**src/rtl/uart_tx_arbiter.sv**
```systemverilog
// Round-robin arbiter that shares the UART TX FIFO write port among NUM_REQ byte streams,
// holding each grant for a whole message. Define UART_ARB_TIMEOUT_EN to release idle grantees.
module uart_tx_arbiter #(
  parameter int NUM_REQ        = 4,
  parameter int MAX_BURST      = 16,
  parameter int TIMEOUT_CYCLES = 1024
) (
  input  logic                       Clk,
  input  logic                       Reset,
  input  logic [NUM_REQ-1:0]         req_valid,
  input  logic [NUM_REQ*8-1:0]       req_data,
  input  logic [NUM_REQ-1:0]         req_last,
  output logic [NUM_REQ-1:0]         req_ready,
  output logic [7:0]                 TX_data,
  output logic                       wr_uart_en,
  input  logic                       Full,
  output logic [$clog2(NUM_REQ)-1:0] grant_id,
  output logic                       busy
);

  localparam int GW  = $clog2(NUM_REQ);
  localparam int GW1 = GW + 1;

  if (NUM_REQ < 2 || NUM_REQ > 8 || MAX_BURST < 1 || MAX_BURST > 256 || TIMEOUT_CYCLES < 1)
  begin : g_bad_cfg
    $error("uart_tx_arbiter: parameter out of range");
  end

  typedef enum logic {IDLE, XFER} state_t;

  state_t        state, state_nxt;
  logic [GW-1:0] rr_ptr;
  logic [7:0]    burst_cnt;
  logic [GW-1:0] pick;
  logic          any_req;
  logic          accept;
  logic          last_hit;
  logic          timeout;
  logic          release_grant;
  logic [GW-1:0] ptr_after;

  // First asserted requester at or above rr_ptr, wrapping past NUM_REQ-1.
  always_comb begin
    logic [GW1-1:0] idx;
    pick    = '0;
    any_req = 1'b0;
    for (int unsigned i = 0; i < NUM_REQ; i++) begin
      idx = {1'b0, rr_ptr} + GW1'(i);
      if (idx >= GW1'(NUM_REQ)) idx = idx - GW1'(NUM_REQ);
      if (!any_req && req_valid[idx[GW-1:0]]) begin
        any_req = 1'b1;
        pick    = idx[GW-1:0];
      end
    end
  end

  assign accept    = (state == XFER) && req_valid[grant_id] && !Full;
  assign last_hit  = req_last[grant_id] || (burst_cnt == 8'(MAX_BURST - 1));
  assign ptr_after = (grant_id == GW'(NUM_REQ - 1)) ? '0 : grant_id + 1'b1;

`ifdef UART_ARB_TIMEOUT_EN
  localparam int IW = (TIMEOUT_CYCLES > 1) ? $clog2(TIMEOUT_CYCLES) : 1;

  logic [IW-1:0] idle_cnt;

  assign timeout = (state == XFER) && !req_valid[grant_id]
                   && (idle_cnt == IW'(TIMEOUT_CYCLES - 1));

  always_ff @(posedge Clk) begin
    if (Reset) begin
      idle_cnt <= '0;
    end else if (state == IDLE || req_valid[grant_id]) begin
      idle_cnt <= '0;
    end else begin
      idle_cnt <= idle_cnt + 1'b1;
    end
  end
`else
  assign timeout = 1'b0;
`endif

  assign release_grant = (accept && last_hit) || timeout;

  always_ff @(posedge Clk) begin
    if (Reset) state <= IDLE;
    else       state <= state_nxt;
  end

  always_comb begin
    state_nxt = state;
    case (state)
      IDLE:    if (any_req) state_nxt = XFER;
      XFER:    if (release_grant) state_nxt = IDLE;
      default: state_nxt = IDLE;
    endcase
  end

  always_comb begin
    busy       = 1'b0;
    req_ready  = '0;
    wr_uart_en = 1'b0;
    TX_data    = '0;
    if (state == XFER) begin
      busy                = 1'b1;
      req_ready[grant_id] = !Full;
      wr_uart_en          = accept;
      TX_data             = req_data[8*grant_id +: 8];
    end
  end

  always_ff @(posedge Clk) begin
    if (Reset) begin
      grant_id  <= '0;
      rr_ptr    <= '0;
      burst_cnt <= '0;
    end else if (state == IDLE) begin
      if (any_req) begin
        grant_id  <= pick;
        burst_cnt <= '0;
      end
    end else begin
      if (accept) burst_cnt <= burst_cnt + 1'b1;
      if (release_grant) rr_ptr <= ptr_after;
    end
  end

endmodule

```
**config.mk**
```make
export PLATFORM = sky130hd
export DESIGN_NAME = uart_tx_arbiter
export DESIGN_NICKNAME = d
export VERILOG_FILES = /design/src/rtl/uart_tx_arbiter.sv
export SDC_FILE = /design/constraint.sdc
export NUM_CORES = 1
export LEC_CHECK = 0
export CAP_MARGIN = 0
export CORE_ASPECT_RATIO = 1.5
export CORE_MARGIN = 2
export CORE_UTILIZATION = 38
export DETAILED_ROUTE_END_ITERATION = 16
export PLACE_DENSITY = 0.78
export SYNTH_ARGS = -nofsm -noshare
export SYNTH_HDL_FRONTEND = slang
export SYNTH_SLANG_ARGS = --single-unit
```
**constraint.sdc**
```tcl
create_clock -name Clk -period 2.39 [get_ports Clk]
set_clock_uncertainty 0.1 [all_clocks]
set_input_delay 0.478 -clock Clk [delete_from_list [all_inputs] [get_ports Clk]]
set_output_delay 0.478 -clock Clk [all_outputs]
set_load 0.02 [all_outputs]
```
* Word level (Yosys, flattened, before mapping) *
Cells that the tools add are included.

word-level totals
  bits in registers = 13
  latch bits = 0
  RAM bits = 0
  ROM bits = 0
  input bits = 43
  output and inout bits = 16
  word-level logic and storage cells = 82
  memories = 0

cells by class
  add/subtract/negate cells = 9
  multipliers = 0
  div/mod/pow operators = 0
  magnitude comparators = 10
  equal/unequal tests = 3
  shift-type cells = 1
  multiplexer cells = 37
  bitwise gates (word level) = 2
  reductions and logical operators = 16

operators by type and width
  operator             count
  $mux 8               4
  $shiftx 32x6->8      1
  $mux 2               9
  $lt 2x3->1 const B   5
  $mux 1               15
  $bmux 1 s2           6
  $ge 3x3->1 const B   3
  $add 8x1->8 const B  1
  $eq 8x4->1 const B   1
  $sub 2x1->2 const B  4
  $logic_and 1x1->1    7
  $add 2x2->3 const B  2
  $reduce_and 2->1     3
  $and 4x4->4          1
  $logic_not 1->1      4
  $mux 4               1
  $add 2x1->3 const B  1
  $ge 2x3->1 const B   1
  $add 2x1->2 const B  1
  $demux 1 s2          1
  $eq 2x2->1 const B   1
  $ge 2x1->1 const B   1
  $ne 2x1->1 const B   1
  $pmux 1 s2           1
  3 further kinds      3

* Logic depth before layout (Yosys ltp) *
  word-level depth = 16
  mapped depth = 5
  gate-level depth less buffers = 5

* Least setup slack after synthesis *
OpenSTA, ideal clock, no wires.

  kind = flip-flop to output port
  from = register grant_id[0]
  to = output port TX_data[0]
  arrival time = 1.611 ns
  required time = 1.812 ns
  path slack = 0.201 ns
  stages on the path, launching flop included = 4
  buffers on the path = 1
  cells stage by stage = dfxtp_1 > buf_2 > mux4_2 > and2_1

on the way
  cells in the longest elaborated chain, start to end = 2

ends and longest elaborated chain
  element                 RTL line  source
  from (decl)             17        output logic [$clog2(NUM_REQ)-1:0] grant_id,
  from (signal assigned)  118       grant_id <= pick;
  $shiftx 32x6->8         107       TX_data = req_data[8*grant_id +: 8];
  $mux 8                  103       if (state == XFER) begin
  to (decl)               14        output logic [7:0] TX_data,

No other way between the ends.

* Final worst setup path *
  from = input port req_data[20]
  to = output port TX_data[4]

on the way
  cells in the longest elaborated chain, start to end = 2

ends and longest elaborated chain
  element          RTL line  source
  from (decl)      11        input logic [NUM_REQ*8-1:0] req_data,
  $shiftx 32x6->8  107
  $mux 8           103

No other way between the ends.

==> impl_metrics.sql <==
INSERT INTO impl_metrics (metric_group, metric, value, unit) VALUES
('outcome', 'run_status', 'finished, final reports clean', ''),
('clock_network', 'cts.clk_slew.worst_paths', '0.05', 'ns'),
('setup_path', 'cp.required', '1.81', 'ns'),
('synth', 'ys.flop_type', 'sky130_fd_sc_hd__dfxtp_1', ''),
('setup_path', 'start_of_the_worst_register_to_register_path', 'grant_id[0]', ''),
('job', 'cap_violations', '0', ''),
('route', 'via_count', '1172', ''),
('placement', 'io_buffers', '58', ''),
('timing', 'grt_setup_unrepaired', 'yes', ''),
('placement', 'routabilityCongestion', '0.7613', ''),
('global_routing', 'grt_overflow', '0', ''),
('floorplan', 'ioPinCount', '59', ''),
('setup_path', 'setup.worst_path.start_class', 'input port', ''),
('global_routing', 'via_count_of_the_first_global_routing_pass', '1264', ''),
('synth', 'synth_cells', '115', ''),
('floorplan', 'floorplan.initialDensity', '39.60', '%'),
('setup_path', 'cp_max_fo', '1', ''),
('timing', 'hold_viol', '0', ''),
('clock_network', 'cts_hold_repair.buffers', '0', ''),
('route', 'route.detailed.vias_per_inst', '5.256', ''),
('setup_path', 'critical_path_depth', '4', ''),
('synth', 'netlist_top_cells_area', 'sky130_fd_sc_hd__dfxtp_1 25%, sky130_fd_sc_hd__mux4_2 17%, sky130_fd_sc_hd__and2_1 7.1%', ''),
('synth', 'post-synth-top-area-cell', 'sky130_fd_sc_hd__dfxtp_1', ''),
('floorplan', 'fp.coreArea', '0.002676', 'mm2'),
('clock_network', 'cts_inserted_buffers', '3', ''),
('setup_path', 'critical_path_class', 'input port to output pin', ''),
('route', 'total_wire_length_after_detailed_routing', '3307', 'um'),
('global_routing', 'groute.usage.overall', '23.56', '%'),
('layout', 'nets', '235', ''),
('setup_path', 'ff2ff_path_depth', '5', ''),
('clock_network', 'numClockSinks', '13', ''),
('route', 'wl_per_cell', '14.83', 'um'),
('synth', 'post_synth.cell_area_avg', '9.215', 'um2'),
('setup_path', 'cp.buffers_inverters', '2', ''),
('setup_path', 'rrSetupSlack', '0.43', 'ns'),
('setup_path', 'startpoint', 'req_data[20]', ''),
('floorplan', 'die_outline_height', '68.68', 'um'),
('setup_path', 'rr_endpoint', 'state', ''),
('timing', 'final_period_minus_worst_setup_slack', '2.387', 'ns'),
('synth', 'post-synth-top-count-cell', 'sky130_fd_sc_hd__dfxtp_1', ''),
('clock_network', 'root_buffer', 'sky130_fd_sc_hd__clkbuf_8', ''),
('route', 'drt_iter0_drc', '26', ''),
('floorplan', 'rows', '23', ''),
('setup_path', 'crit_path_max_incr_delay', '0.45', 'ns'),
('setup_path', 'critPathTopFamily', 'buffers and inverters', ''),
('timing', 'drv_slew', '0', ''),
('global_routing', 'global_route_wire_length_before_repair', '5506', 'um'),
('timing', 'setup-violations-final', '0', ''),
('route', 'route.antenna.remaining_nets', '0', ''),
('synth', 'cell_area_after_synthesis', '0.001060', 'mm2'),
('global_routing', 'maximum_number_of_pins_on_one_net_before_global_route_repair', '13', ''),
('setup_path', 'critPathSlowestCell', 'sky130_fd_sc_hd__mux4_2', ''),
('setup_path', 'arrival', '1.81', 'ns'),
('timing', 'min_period_over_period', '99.86', '%'),
('setup_path', 'crit_path_end', 'TX_data[4]', ''),
('synth', 'yosys_register_bits', '13', ''),
('placement', 'hpwl', '2841', 'um'),
('synth', 'synth_edf_count', '0', ''),
('synth', 'synthesis.nets', '163', ''),
('clock_network', 'clock_path_buffers', '2', ''),
('global_routing', 'antenna_found_initial', '0', ''),
('layout', 'diodes', '0', ''),
('route', 'drcViolationCount', '0', ''),
('clock_network', 'insertion_delay_to_the_later_sink_of_the_worst_skew_pair', '0.24', 'ns'),
('worst_hold_path', 'hold_path.class', 'register to register', ''),
('layout', 'area_growth_syn_to_layout', '68.71', '%'),
('timing', 'maxSlewHeadroom', '76.71', '%'),
('setup_path', 'crit_path_end_kind', 'output pin', ''),
('timing', 'finalSetupTns', '0', 'ns'),
('timing', 'tightestPinTransition', '0.3493', 'ns'),
('synth', 'synth_cell_type_count', '35', '');
layout by cell type (no fill, tap or decap), drive strengths merged, types with 2 or more instances in the layout:
cell            n
and3            3
dlygate4sd2     7
clkbuf          6
a21oi           8
mux4           10
buf            18
nand2           4
nor2b           3
xor2            4
nand3b          2
ha              5
o221ai          2
or3             2
nand4           2
o21ai           6
nand3           5
clkdlybuf4s50  45
inv             7
nor2            7
nor4            2
and2           12
dfxtp          13
area by class of cell:
| cell class | count | area [um2] |
|---|---|---|
| flip-flops and latches | 13 | 260.3 |
| multi-input cells | 89 | 749.5 |
| fillers | 237 | 888.4 |
| inverters | 7 | 26.28 |
| well taps | 37 | 46.29 |
| clock buffers | 4 | 45.04 |
| repair buffers | 73 | 660.6 |
stage by stage:
stage | worst slack, ns | std cells | utilization, % | power (mW) | instance area, um2
2_1_floorplan | 0.2008 | 115 | - | 0.3383 | 1060
3_3_place_gp | -0.2515 | 219 | 66.34 | 0.4772 | 1775
3_5_place_dp | -0.2655 | 219 | 66.34 | 0.4848 | 1775
4_1_cts | 0.001358 | 223 | 67.88 | 0.6700 | 1817
5_1_grt | -0.04463 | 223 | 66.81 | 0.7000 | 1788
6_report | 0.003390 | 223 | 66.81 | 0.6631 | 1788
worst min-delay path, delay by kind of cell, from the launching register on:
kind	cells	cell delay, ns
compound gates	2	0.13
flops	1	0.31
report_power, final:
group          internal, mW  switching (mW)  total (mW)
registers             0.222         0.00450       0.227
logic                 0.143          0.0980       0.241
clock network         0.118          0.0776       0.195
routing by layer:
| metal | GRT usage [%] | part of all wire [%] | wire [um] | vias to the layer above |
|---|---|---|---|---|
| li1 | - | - | - | 574 |
| met1 | 24.15 | 37 | 1224 | 560 |
| met2 | 45.89 | 58 | 1905 | 31 |
| met3 | 2.865 | 3.0 | 100 | 7 |
| met4 | 8.681 | 2.3 | 75 | 0 |
| met5 | 0 | 0 | 0 | - |
logic make-up (layout without fill, tap and decap cells):
group / after synthesis / in the layout / share of synthesized area [%]
AOI/OAI and AO/OA: 23 / 23 / 13.70
xor gates and xnor gates: 4 / 4 / 3.305
adders and majority gates: 5 / 5 / 5.903
buffers and inverters: 13 / 84 / 4.723
DFF: 13 / 13 / 24.56
muxes: 11 / 11 / 23.02
and+or+nand+nor: 46 / 46 / 24.79
registers in the layout, indices dropped and copies added, names as in the netlist:
| signal | count |
|---|---|
| state | 1 |
| burst_cnt | 8 |
| grant_id | 2 |
| rr_ptr | 2 |
worst min-delay path by stage:
stage                 start           end  slack, ns  cells past startpoint
2_1_floorplan  burst_cnt[7]  burst_cnt[7]       0.36                      2
3_3_place_gp   burst_cnt[7]  burst_cnt[7]       0.37                      2
3_5_place_dp   burst_cnt[7]  burst_cnt[7]       0.40                      2
4_1_cts        burst_cnt[7]  burst_cnt[7]       0.40                      2
5_1_grt        burst_cnt[7]  burst_cnt[7]       0.41                      2
6_report       burst_cnt[7]  burst_cnt[7]       0.40                      2
repair_timing:
action | in CTS | in global routing
pin swaps | 0 | 0
setup endpoints to repair | 13 | 8
resized for setup | 23 | 5
buffers inserted | 0 | 0
(Power assumes the default switching activity.)
